### config.mk
export PLATFORM = sky130hd
export DESIGN_NAME = unidade_emissao
export DESIGN_NICKNAME = d
export VERILOG_FILES = /design/src/rtl/unidade_emissao.sv
export SDC_FILE = /design/constraint.sdc
export NUM_CORES = 1
export LEC_CHECK = 0
export BUFFER_PORTS_ARGS = -buffer_cell sky130_fd_sc_hd__buf_2
export CELL_PAD_IN_SITES_DETAIL_PLACEMENT = 1
export CELL_PAD_IN_SITES_GLOBAL_PLACEMENT = 1
export CORE_MARGIN = 3
export CORE_UTILIZATION = 40
export CTS_BUF_LIST = sky130_fd_sc_hd__clkbuf_16
export DETAILED_ROUTE_END_ITERATION = 6
export GPL_TIMING_DRIVEN = 0
export PLACE_DENSITY_LB_ADDON = 0.1
export SLEW_MARGIN = 20
export SYNTH_ARGS = -nofsm -noshare
export SYNTH_HDL_FRONTEND = slang
export SYNTH_SLANG_ARGS = --single-unit
### constraint.sdc
create_clock -name clock -period 3.5 [get_ports clock]
set_input_delay 0.525 -clock clock [delete_from_list [all_inputs] [get_ports clock]]
set_output_delay 0.525 -clock clock [all_outputs]
set_load 0.005 [all_outputs]
### src/rtl/unidade_emissao.sv
// unidade_emissao: Tomasulo issue stage - decode, operand/tag lookup, dispatch to free reservation station
module unidade_emissao #(
  parameter int NUM_RS_ADD = 3,
  parameter int NUM_RS_MUL = 2
) (
  input  logic                  clock,
  input  logic                  reset,
  input  logic [15:0]           instrucao,
  input  logic                  instrucaoValida,
  output logic                  disponibilidade,
  input  logic [NUM_RS_ADD-1:0] rsAddOcupada,
  input  logic [NUM_RS_MUL-1:0] rsMulOcupada,
  output logic [2:0]            regLeituraX,
  output logic [2:0]            regLeituraY,
  input  logic [15:0]           valorX,
  input  logic [15:0]           valorY,
  input  logic                  cdbValido,
  input  logic [2:0]            cdbTag,
  input  logic [15:0]           cdbValor,
  output logic                  despachoValido,
  output logic [2:0]            despachoTag,
  output logic [3:0]            despachoOpcode,
  output logic [2:0]            despachoDestino,
  output logic [15:0]           Vj,
  output logic [15:0]           Vk,
  output logic [2:0]            Qj,
  output logic [2:0]            Qk,
  output logic                  erroOpcode
);
  typedef enum logic {VAZIO, PRONTO} estado_t;
  estado_t         estado_q, estado_d;
  logic [12:0]     instr_q, instr_d;
  logic [7:0][2:0] qi_q, qi_d;
  logic            valido_q, valido_d, erro_q, erro_d;
  logic [2:0]      tag_q, tag_d, destino_q, destino_d, qj_q, qj_d, qk_q, qk_d;
  logic [3:0]      opcode_q, opcode_d;
  logic [15:0]     vj_q, vj_d, vk_q, vk_d;
  logic [2:0]      rz, rx, ry, qi_x, qi_y, tag_add, tag_mul, tag_livre;
  logic [3:0]      op;
  logic            eh_add, eh_mul, livre_add, livre_mul, pronto, emite, ilegal, fwd_x, fwd_y;
  logic            unused_offset;

  assign unused_offset   = ^instrucao[15:13];
  assign {rz, rx, ry, op} = instr_q;
  assign regLeituraX     = rx;
  assign regLeituraY     = ry;
  assign eh_add          = op[3:1] == 3'b000;
  assign eh_mul          = op[3:1] == 3'b010;
  assign pronto          = estado_q == PRONTO;
  assign disponibilidade = !pronto;
  assign qi_x            = qi_q[rx];
  assign qi_y            = qi_q[ry];
  assign fwd_x           = cdbValido && cdbTag == qi_x;
  assign fwd_y           = cdbValido && cdbTag == qi_y;
  assign tag_livre       = eh_add ? tag_add : tag_mul;
  assign emite           = pronto && ((eh_add && livre_add) || (eh_mul && livre_mul));
  assign ilegal          = pronto && !eh_add && !eh_mul;

  // lowest-index free station of each group; scanning downward lets the lowest index win
  always_comb begin
    livre_add = 1'b0;
    tag_add   = 3'd0;
    livre_mul = 1'b0;
    tag_mul   = 3'd0;
    for (int i = NUM_RS_ADD - 1; i >= 0; i--)
      if (!rsAddOcupada[i]) begin
        livre_add = 1'b1;
        tag_add   = 3'(i + 1);
      end
    for (int i = NUM_RS_MUL - 1; i >= 0; i--)
      if (!rsMulOcupada[i]) begin
        livre_mul = 1'b1;
        tag_mul   = 3'(NUM_RS_ADD + i + 1);
      end
  end

  // next state: FSM, held instruction, dispatch payload and register status table
  always_comb begin
    estado_d  = pronto ? ((emite || ilegal) ? VAZIO : PRONTO) : (instrucaoValida ? PRONTO : VAZIO);
    instr_d   = (!pronto && instrucaoValida) ? instrucao[12:0] : instr_q;
    valido_d  = emite;
    erro_d    = ilegal;
    tag_d     = emite ? tag_livre : tag_q;
    opcode_d  = emite ? op : opcode_q;
    destino_d = emite ? rz : destino_q;
    vj_d      = emite ? (qi_x == 3'd0 ? valorX : fwd_x ? cdbValor : 16'd0) : vj_q;
    vk_d      = emite ? (qi_y == 3'd0 ? valorY : fwd_y ? cdbValor : 16'd0) : vk_q;
    qj_d      = emite ? ((qi_x == 3'd0 || fwd_x) ? 3'd0 : qi_x) : qj_q;
    qk_d      = emite ? ((qi_y == 3'd0 || fwd_y) ? 3'd0 : qi_y) : qk_q;
    for (int r = 0; r < 8; r++)
      qi_d[r] = (cdbValido && qi_q[r] == cdbTag) ? 3'd0 : qi_q[r];
    if (emite)
      qi_d[rz] = tag_livre;
  end

  // state registers; reset discards the held instruction and clears all tags and outputs
  always_ff @(posedge clock or posedge reset) begin
    if (reset) begin
      estado_q  <= VAZIO;
      instr_q   <= '0;
      qi_q      <= '0;
      valido_q  <= 1'b0;
      erro_q    <= 1'b0;
      tag_q     <= '0;
      opcode_q  <= '0;
      destino_q <= '0;
      vj_q      <= '0;
      vk_q      <= '0;
      qj_q      <= '0;
      qk_q      <= '0;
    end else begin
      estado_q  <= estado_d;
      instr_q   <= instr_d;
      qi_q      <= qi_d;
      valido_q  <= valido_d;
      erro_q    <= erro_d;
      tag_q     <= tag_d;
      opcode_q  <= opcode_d;
      destino_q <= destino_d;
      vj_q      <= vj_d;
      vk_q      <= vk_d;
      qj_q      <= qj_d;
      qk_q      <= qk_d;
    end
  end

  assign despachoValido  = valido_q;
  assign erroOpcode      = erro_q;
  assign despachoTag     = tag_q;
  assign despachoOpcode  = opcode_q;
  assign despachoDestino = destino_q;
  assign Vj              = vj_q;
  assign Vk              = vk_q;
  assign Qj              = qj_q;
  assign Qk              = qk_q;
endmodule

# [Word-level counts from Yosys, hierarchy flattened]
# Index checks and enable logic that the tools add are counted.
[totals] regBits=88 input_bits=76 out_inout_bits=57 wordCells=97
[classes] magnitude_cmp=4 n_eq_ne=11 muxes=36 n_reduce_logical=27
[ops] cell="$mux W16" n=4
[ops] cell="$mux W3" n=17
[ops] cell="$eq A3 B3 Y1" n=10
[ops] cell="$bwmux W24" n=1
[ops] cell="$mux W24" n=1
[ops] cell="$bmux W3 S3" n=2
[ops] cell="$logic_and A1 B1 Y1" n=17
[ops] cell="$lt A3 B4 Y1 const B" n=3
[ops] cell="$demux W3 S3" n=1
[ops] cell="$logic_not A3 Y1" n=3
[ops] cell="$mux W1" n=8
[ops] cell="$logic_or A1 B1 Y1" n=4
[ops] cell="$mux W2" n=2
[ops] cell="$eq A3 B2 Y1 const B" n=1
[ops] cell="$ge A3 B1 Y1 const B" n=1
[ops] cell="$logic_not A1 Y1" n=3

# [Longest topological paths before layout]
# Gate-level depths: netlist of the first run.
[depth] ltp_word=9 mapped_depth=9 mapped_depth_nobuf=7

# [Least setup slack after synthesis of the first run]
# Ideal clock, no wire load.
[synth_timing] kind="register -> register" startpoint="reg instr_q[6]" endpoint="reg vk_q[2] (netlist: Vk[2])" setup_time_ps=143 arrival_ps=2114 required_ps=3357 path_slack_ps=1243 stages_incl_launch_ff=9 n_path_buf=2 synth_period_minus_slack_ps=2257 cell_sequence="dfrtp_1 > buf_2 > mux4_2 > mux2i_4 > xor2_1 > and3_1 > o311ai_4 > buf_6 > o311ai_2"
[synth_between] elab_chain_len=6
[synth_rtl] element="start, declared" line="32" text="logic [12:0] instr_q, instr_d;"
[synth_rtl] element="start signal, assigned" line="113" text="instr_q <= instr_d;"
[synth_rtl] element="$bmux W3 S3 (*)" line="52" text="assign qi_y = qi_q[ry];"
[synth_rtl] element="$mux W3 (implied by the code) (*)" line="52"
[synth_rtl] element="$eq A3 B3 Y1" line="54" text="assign fwd_y = cdbValido && cdbTag == qi_y;"
[synth_rtl] element="$logic_and A1 B1 Y1" line="54"
[synth_rtl] element="$mux W16" line="87" text="vk_d = emite ? (qi_y == 3'd0 ? valorY : fwd_y ? cdbValor : 16'd0) : vk_q;"
[synth_rtl] element="$mux W16 (*)" line="87"
[synth_rtl] element="end signal, assigned" line="121" text="vk_q <= vk_d;"
[synth_rtl] element="end, declared" line="37" text="logic [15:0] vj_q, vj_d, vk_q, vk_d;"
# Every way passes the cells marked *; elsewhere a longest branch is shown, timed or not. The select of a mux whose other input is x is not followed.
# A chain may end at the register's enable or synchronous reset.

# [Worst setup path in the final report of the first run]
[layout_timing] startpoint="reg instr_q[9]" endpoint="reg vj_q[1] (netlist: Vj[1])"
[layout_between] elab_chain_len=6
[layout_rtl] element="$bmux W3 S3 (*)" line="51" text="assign qi_x = qi_q[rx];"
[layout_rtl] element="$mux W3 (implied by the code) (*)" line="51"
[layout_rtl] element="$eq A3 B3 Y1" line="53" text="assign fwd_x = cdbValido && cdbTag == qi_x;"
[layout_rtl] element="$logic_and A1 B1 Y1" line="53"
[layout_rtl] element="$mux W16" line="86" text="vj_d = emite ? (qi_x == 3'd0 ? valorX : fwd_x ? cdbValor : 16'd0) : vj_q;"
[layout_rtl] element="$mux W16 (*)" line="86"
[layout_rtl] element="end signal, assigned" line="120" text="vj_q <= vj_d;"
[layout_rtl] element="end, declared" line="37"
# Marked as above.

==> results of run 1 <==
[metrics by stage]
step | power, mW | setup slack (ps)
after floorplan | 2.86 | 696
after global placement | 3.44 | -493
after detailed placement | 3.51 | 549
after CTS | 4.57 | 704
after global routing | 4.85 | 468
final | 4.51 | 737
[state kept, by name (all words and copies together), names as in the netlist, 3 cells and up]
name             count
qi_q                24
despachoOpcode       4
Vk                  16
Vj                  16
instr_q             13
Qj                   3
despachoDestino      3
despachoTag          3
Qk                   3
[logic make-up after synthesis]
| group | share of synthesized area (%) |
|---|---|
| muxes | 11.0 |
| xor gates and xnor gates | 5.51 |
| AOI/OAI and AO/OA | 14.6 |
| DFF | 46.2 |
| buffers and inverters | 5.85 |
| and+or+nand+nor | 16.8 |
[power by group through the flow]
stage	combinational (mW)	clock, mW	sequential (mW)
floorplan	1.26	0	1.60
global placement	1.83	0	1.61
detailed placement	1.89	0	1.62
CTS	1.90	1.06	1.61
global route	2.08	1.12	1.66
finish	1.86	1.04	1.60
[critical path, stage by stage (launching register included)]
cell      delay, ps
dfrtp_1         340
buf_4           180
mux4_2          560
mux2i_4         220
nand2_2         110
nor3b_2         510
clkbuf_1        470
nand2_1         160
o311ai_2        110
[routing by layer]
layer	share of wire, %	vias up	global-route usage, %
met2	50	79	34.8
li1	-	1864	-
met4	0.92	0	3.68
met1	45	1945	27.0
met3	4.0	9	5.26
met5	0	-	0
[how the worst max path moves through the flow]
stage | start | endpoint | slack (ps) | cells after the start
floorplan | reset | Qj[0] | 700 | 1
finish | instr_q[9] | Vj[1] | 740 | 8
CTS | instr_q[6] | Vk[2] | 700 | 8
global placement | reset | instr_q[3] | -490 | 2
global route | instr_q[6] | Vk[2] | 470 | 8
detailed placement | rsAddOcupada[0] | Vk[10] | 550 | 8
[cell usage in the layout, fill, tap and decap left out, types with 5 or more instances in the layout]
master / n
o21ai_0: 29
nor2_1: 7
buf_2: 129
o311ai_2: 20
mux2_2: 13
mux4_2: 8
clkbuf_16: 9
inv_1: 22
dfrtp_1: 88
mux2i_1: 11
xnor2_1: 24
o311ai_0: 8
nand3b_1: 5
buf_4: 8
nand4_1: 11
xor2_1: 6
nand2_1: 92
clkbuf_1: 22
nand3_1: 25
[layout make-up]
| type | instances | area, sq um | share of cell area, % |
|---|---|---|---|
| Buffer | 37 | 193 | 3.24 |
| Clock buffer | 9 | 225 | 3.79 |
| Clock inverter | 7 | 93.8 | 1.58 |
| Inverter | 23 | 91.3 | 1.54 |
| Multi-Input combinational cell | 301 | 2290 | 38.5 |
| Sequential cell | 88 | 2200 | 37.1 |
| Tap cell | 143 | 179 | 3.01 |
| Timing Repair Buffer | 129 | 668 | 11.2 |
==> impl_metrics.py, run 1 <==
metrics = {
    "run_status": {
        "status": "finished, final reports clean",
    },
    "clocking": {
        "clk_pin_slew_ps": 70,
        "postCtsSetupRepairBufs": 0,
        "htree_levels": 3,
        "cts_buffers": 9,
        "holdBufCountCts": 0,
        "worstSkewPairLatency_ps": 340,
        "cts_resized": 0,
        "cts_root_buf": "clkbuf_16",
        "cts_sinks": 88,
        "clock_path_buffers": 2,
        "cts_tree": "yes",
    },
    "grt": {
        "grt_antenna_before_repair": 0,
        "grt_max_degree": 66,
        "grt_pass1_wl_um": 21100,
        "track_usage_pct": 20.6,
        "grt_pass1_vias": 4006,
        "grt-ovfl-total": 0,
    },
    "placed_design": {
        "gp_congestion": 0.798,
        "dpl_cell_area_sq_um": 5620,
        "dp_cells": 721,
        "portBuffers": 128,
        "dp_hpwl_um": 9810,
    },
    "sta": {
        "fin_setup_tns_ps": 0,
        "finalSetupViolations": 0,
        "tightest_slew_ps": 1010,
        "slew_viol_final": 0,
        "clock.fmax_mhz": 362,
        "hold_violations": 0,
        "fin_crit_ps": 2760,
        "worst_clock_skew_ps": 5.77,
        "final.period_utilization_pct": 78.9,
        "relSlewSlack_pct": 32.1,
        "rsz0062_at_grt": "no",
        "hold_ws_ps": 125,
    },
    "logic_synthesis": {
        "ys_async_sr_fraction_pct": 100,
        "synth.most_common_cell": "nand2_1",
        "syn_area_per_cell_sq_um": 10.6,
        "synth_edf_count": 0,
        "yosys-top-cells-area": "dfrtp_1 (46%), nand2_1 (7.2%), o311ai_2 (6.8%)",
        "synthCells": 449,
        "synth_top_area_cell": "dfrtp_1",
        "synth_ff_type": "dfrtp_1",
        "synth_fp_nets": 525,
        "ys_seq_elements": 88,
        "ys_seq_area_share_pct": 46.2,
        "yosys_warnings": 0,
        "netlist.area_leader.share_pct": 46.2,
        "syn-cell-area_sq_um": 4770,
        "synth_cell_type_count": 42,
        "ys_top_cells_by_count": "nand2_1 (92), dfrtp_1 (88), o21ai_0 (29), nand3_1 (25), xnor2_1 (24)",
    },
    "power_and_ir_drop": {
        "pwr-share-comb_pct": 41.3,
        "internal-power_mw": 2.86,
        "ir_worst_vdd_mv": 0.362,
        "powerDensity_nw_per_um2": 759,
        "power_switching_mw": 1.65,
        "p_leak_nw": 2.73,
        "switching_share_pct": 36.6,
        "pwr-share-clk_pct": 23.1,
        "pwr-share-seq_pct": 35.6,
    },
    "layout": {
        "layout.nets": 665,
        "drive_above_1_share_pct": 36.0,
        "layout.cells.non_filler": 737,
        "diodes": 0,
        "area_growth_pct": 24.6,
        "design_area_sq_um": 5940,
        "final_util_pct": 51.6,
        "fillCellCount": 1364,
    },
    "min_path": {
        "holdCritPathClass": "in2async",
    },
    "die": {
        "rows": 39,
        "die_w_um": 115,
        "dieHeight_um": 115,
        "initial_core_util_pct": 41.4,
        "io_pins": 133,
        "die_area_sq_um": 13300,
        "core-area_sq_um": 11500,
    },
    "worst_setup_path": {
        "worst_r2r_endpoint": "Vj[1]",
        "start_kind": "flip-flop",
        "cp_max_fo": 10,
        "r2r-start": "instr_q[9]",
        "ff2ff_setup_slack_ps": 740,
        "cp.arrival_ps": 3010,
        "reg2reg_depth": 8,
        "required_ps": 3750,
        "critPathKind": "reg2reg",
        "cp-end-kind": "flip-flop",
    },
    "routing": {
        "wl_per_cell_um": 17.9,
        "antenna_left": 0,
        "dr.pass1.iters": 4,
        "postRouteWirelength_um": 13200,
        "route.vias.total": 3897,
        "viasPerCell": 5.29,
        "first_iter_violations": 133,
        "drc": 0,
    },
    "flow_run": {
        "drv_cap": 0,
    },
}
No activity file was read; power rests on OpenSTA's default activity.
==> run 2, diff against run 1 <==
--- a/config.mk
+++ b/config.mk
@@ -5,11 +5,12 @@
 export SDC_FILE = /design/constraint.sdc
 export NUM_CORES = 1
 export LEC_CHECK = 0
+export ABC_AREA = 1
 export BUFFER_PORTS_ARGS = -buffer_cell sky130_fd_sc_hd__buf_2
 export CELL_PAD_IN_SITES_DETAIL_PLACEMENT = 1
 export CELL_PAD_IN_SITES_GLOBAL_PLACEMENT = 1
 export CORE_MARGIN = 3
-export CORE_UTILIZATION = 40
+export CORE_UTILIZATION = 34
 export CTS_BUF_LIST = sky130_fd_sc_hd__clkbuf_16
 export DETAILED_ROUTE_END_ITERATION = 6
 export GPL_TIMING_DRIVEN = 0
==> constraint.sdc (replaced) <==
create_clock -name clock -period 2.4 [get_ports clock]
set_input_delay 0.36 -clock clock [delete_from_list [all_inputs] [get_ports clock]]
set_output_delay 0.36 -clock clock [all_outputs]
set_load 0.005 [all_outputs]
==> run 2 against run 1 <==
Compared with the run above:
- clock skew up 6.2 ps
- maximum frequency up 42%
- global-route usage up 0.87 points
- clock power up 30%
- sequential share of layout area down 3.6 points
- count of clock-buffer cells in the layout unchanged
- sequential cell count unchanged
- hold slack worse by 29 ps
- first-iteration DRC count up 100%
- register-to-register slack worse by 290 ps
- highest routed layer unchanged
==> impl_metrics.py, run 2 <==
metrics = {
    "run_status": {
        "status": "finished, final reports clean",
    },
    "logic_synthesis": {
        "synth_edf_count": 0,
        "muxShareOfSynthArea_pct": 0,
        "ys_async_sr_fraction_pct": 100,
        "synth_top_family_by_area": "simple AND/OR/NAND/NOR gates",
        "synth.most_common_cell": "nand2_1",
        "synth_ff_type": "dfrtp_1",
        "synth_compound_area_share_pct": 9.17,
        "netlist.area_leader.share_pct": 41.1,
        "ys_seq_elements": 88,
        "synth_cell_type_count": 29,
        "synthCells": 775,
        "ys_top_cells_by_count": "nand2_1 (194), nor2_1 (140), inv_1 (110), dfrtp_1 (88), nand3_1 (62)",
        "yosys_warnings": 0,
        "syn_area_per_cell_sq_um": 6.92,
        "yosys-top-cells-area": "dfrtp_1 (41%), nand2_1 (14%), nor2_1 (9.8%)",
        "synth_fp_nets": 851,
        "synth_top_area_cell": "dfrtp_1",
        "synth-simple-area-share_pct": 36.2,
        "ys_seq_area_share_pct": 41.1,
        "synthAdderAreaFrac_pct": 0,
        "syn-cell-area_sq_um": 5360,
        "synthXorXnorAreaFrac_pct": 0.817,
    },
    "placed_design": {
        "dpl_cell_area_sq_um": 6310,
        "dp_hpwl_um": 14100,
        "portBuffers": 127,
        "gp_congestion": 0.903,
    },
    "sta": {
        "relSlewSlack_pct": 55.8,
        "hold_ws_ps": 95.8,
        "rsz0062_at_grt": "no",
        "final.period_utilization_pct": 81.3,
        "fin_setup_tns_ps": 0,
        "hold_violations": 0,
        "tightest_slew_ps": 662,
        "fin_crit_ps": 1950,
        "finalSetupViolations": 0,
        "worst_clock_skew_ps": 11.9,
        "clock.fmax_mhz": 513,
        "slew_viol_final": 0,
    },
    "grt": {
        "grt_max_degree": 34,
        "grt-busiest-layer": "met2",
        "grt_pass1_wl_um": 29500,
        "track_usage_pct": 21.5,
        "grtUsageMet2_pct": 37.9,
        "grtUsageMet1_pct": 26.2,
        "grt-ovfl-total": 0,
        "grt_use_met3_pct": 3.56,
        "grt_antenna_before_repair": 0,
        "grt_pass1_vias": 5709,
    },
    "worst_setup_path": {
        "r2r-start": "instr_q[3]",
        "critPathKind": "reg2reg",
        "ff2ff_setup_slack_ps": 450,
        "start_kind": "flip-flop",
        "reg2reg_depth": 8,
        "cp_max_fo": 10,
        "worst_r2r_endpoint": "qi_q[10]",
        "cp.arrival_ps": 2170,
        "required_ps": 2620,
        "cp-end-kind": "flip-flop",
    },
    "routing": {
        "drc": 0,
        "dr.pass1.iters": 4,
        "wl_per_cell_um": 16.1,
        "postRouteWirelength_um": 18200,
        "antenna_left": 0,
        "route.vias.total": 5450,
        "viasPerCell": 4.82,
        "first_iter_violations": 267,
    },
    "layout": {
        "layout_commonest_cell": "nand2_1",
        "area_growth_pct": 22.7,
        "largest_register_ff_count": 24,
        "layout_common_cells": "nand2_1 (194), nor2_1 (140), buf_2 (135), inv_1 (109), dfrtp_1 (88)",
        "layout.nets": 991,
        "final_util_pct": 42.9,
        "diodes": 0,
        "design_area_sq_um": 6580,
        "largest_register": "qi_q",
        "drive_above_1_share_pct": 22.9,
    },
    "clocking": {
        "cts_resized": 0,
        "cts_sinks": 88,
        "cts_root_buf": "clkbuf_16",
        "cts_tree": "yes",
        "holdBufCountCts": 0,
        "clk_pin_slew_ps": 60,
        "worstSkewPairLatency_ps": 360,
        "htree_levels": 3,
        "cts_buffers": 9,
        "postCtsSetupRepairBufs": 0,
        "clock_path_buffers": 2,
    },
    "die": {
        "dieHeight_um": 132,
        "core-area_sq_um": 15300,
        "io_pins": 133,
        "die_area_sq_um": 17300,
        "initial_core_util_pct": 35.0,
        "rows": 45,
        "die_w_um": 132,
    },
    "min_path": {
        "holdCritPathClass": "in2async",
    },
    "power_and_ir_drop": {
        "ir_worst_vdd_mv": 0.606,
        "power_mw": 9.27,
        "powerDensity_nw_per_um2": 1410,
        "p_leak_nw": 3.62,
    },
    "flow_run": {
        "drv_cap": 0,
    },
}
## run 2: cell count changes after synthesis, sizes merged, moves of 12 or more
cell,change
mux2,-13
xnor2,-24
nand2,+110
o21ai,+21
mux2i,-15
o311ai,-34
buf,+12
a21oi,+30
clkbuf,-12
nand3,+53
nor2,+141
inv,+91
## run 2: logic make-up (layout without fill, tap and decap cells)
family	after synthesis	after routing
AO/OA/AOI/OAI	93	93
buffers and inverters	151	295
AND/OR/NAND/NOR	438	438
flip-flops	88	88
XOR/XNOR	5	5
## run 2: power by group
group | internal, mW | switching (mW)
registers | 2.17 | 0.452
clock network | 0.702 | 0.652
logic | 1.91 | 3.38
total | 4.78 | 4.49
## run 2: how the worst max path moves through the flow
stage	startpoint	endpoint	depth (start not counted)
CTS	instr_q[3]	qi_q[10]	8
detailed placement	rsAddOcupada[1]	qi_q[10]	11
finish	instr_q[3]	qi_q[10]	8
global route	instr_q[4]	Vk[5]	10
global placement	reset	instr_q[12]	2
floorplan	instr_q[4]	Vk[0]	11
## run 2: final cells by class
class / count / area, sq um
Clock buffer: 9 / 225
Timing Repair Buffer: 129 / 676
Fill cell: 2007 / 8740
Sequential cell: 88 / 2200
Multi-Input combinational cell: 536 / 2480
Clock inverter: 6 / 46.3
Tap cell: 211 / 264
Inverter: 114 / 432
Buffer: 37 / 255
## run 2: stage by stage
step | setup slack (ps) | instances
6_report | 450 | 1130
5_1_grt | 291 | 1130
4_1_cts | 458 | 1130
3_5_place_dp | 398 | 1115
3_3_place_gp | 266 | 1113
2_1_floorplan | 865 | 775
## run 2: critical path, stage by stage, from the launching register on
cell and delay [ps]:
dfrtp_1 380, nor2_1 180, o21ai_0 110, or2_1 250
buf_2 210, nor2_2 230, nand2_1 240, nand2_1 140
o21ai_1 80
## run 2: routing by layer
layer	wire length [um]	vias to the layer above	part of all wire [%]
li1	-	2675	-
met1	7930	2634	44
met2	9150	117	50
met3	681	24	3.7
met4	416	0	2.3
met5	0	-	0
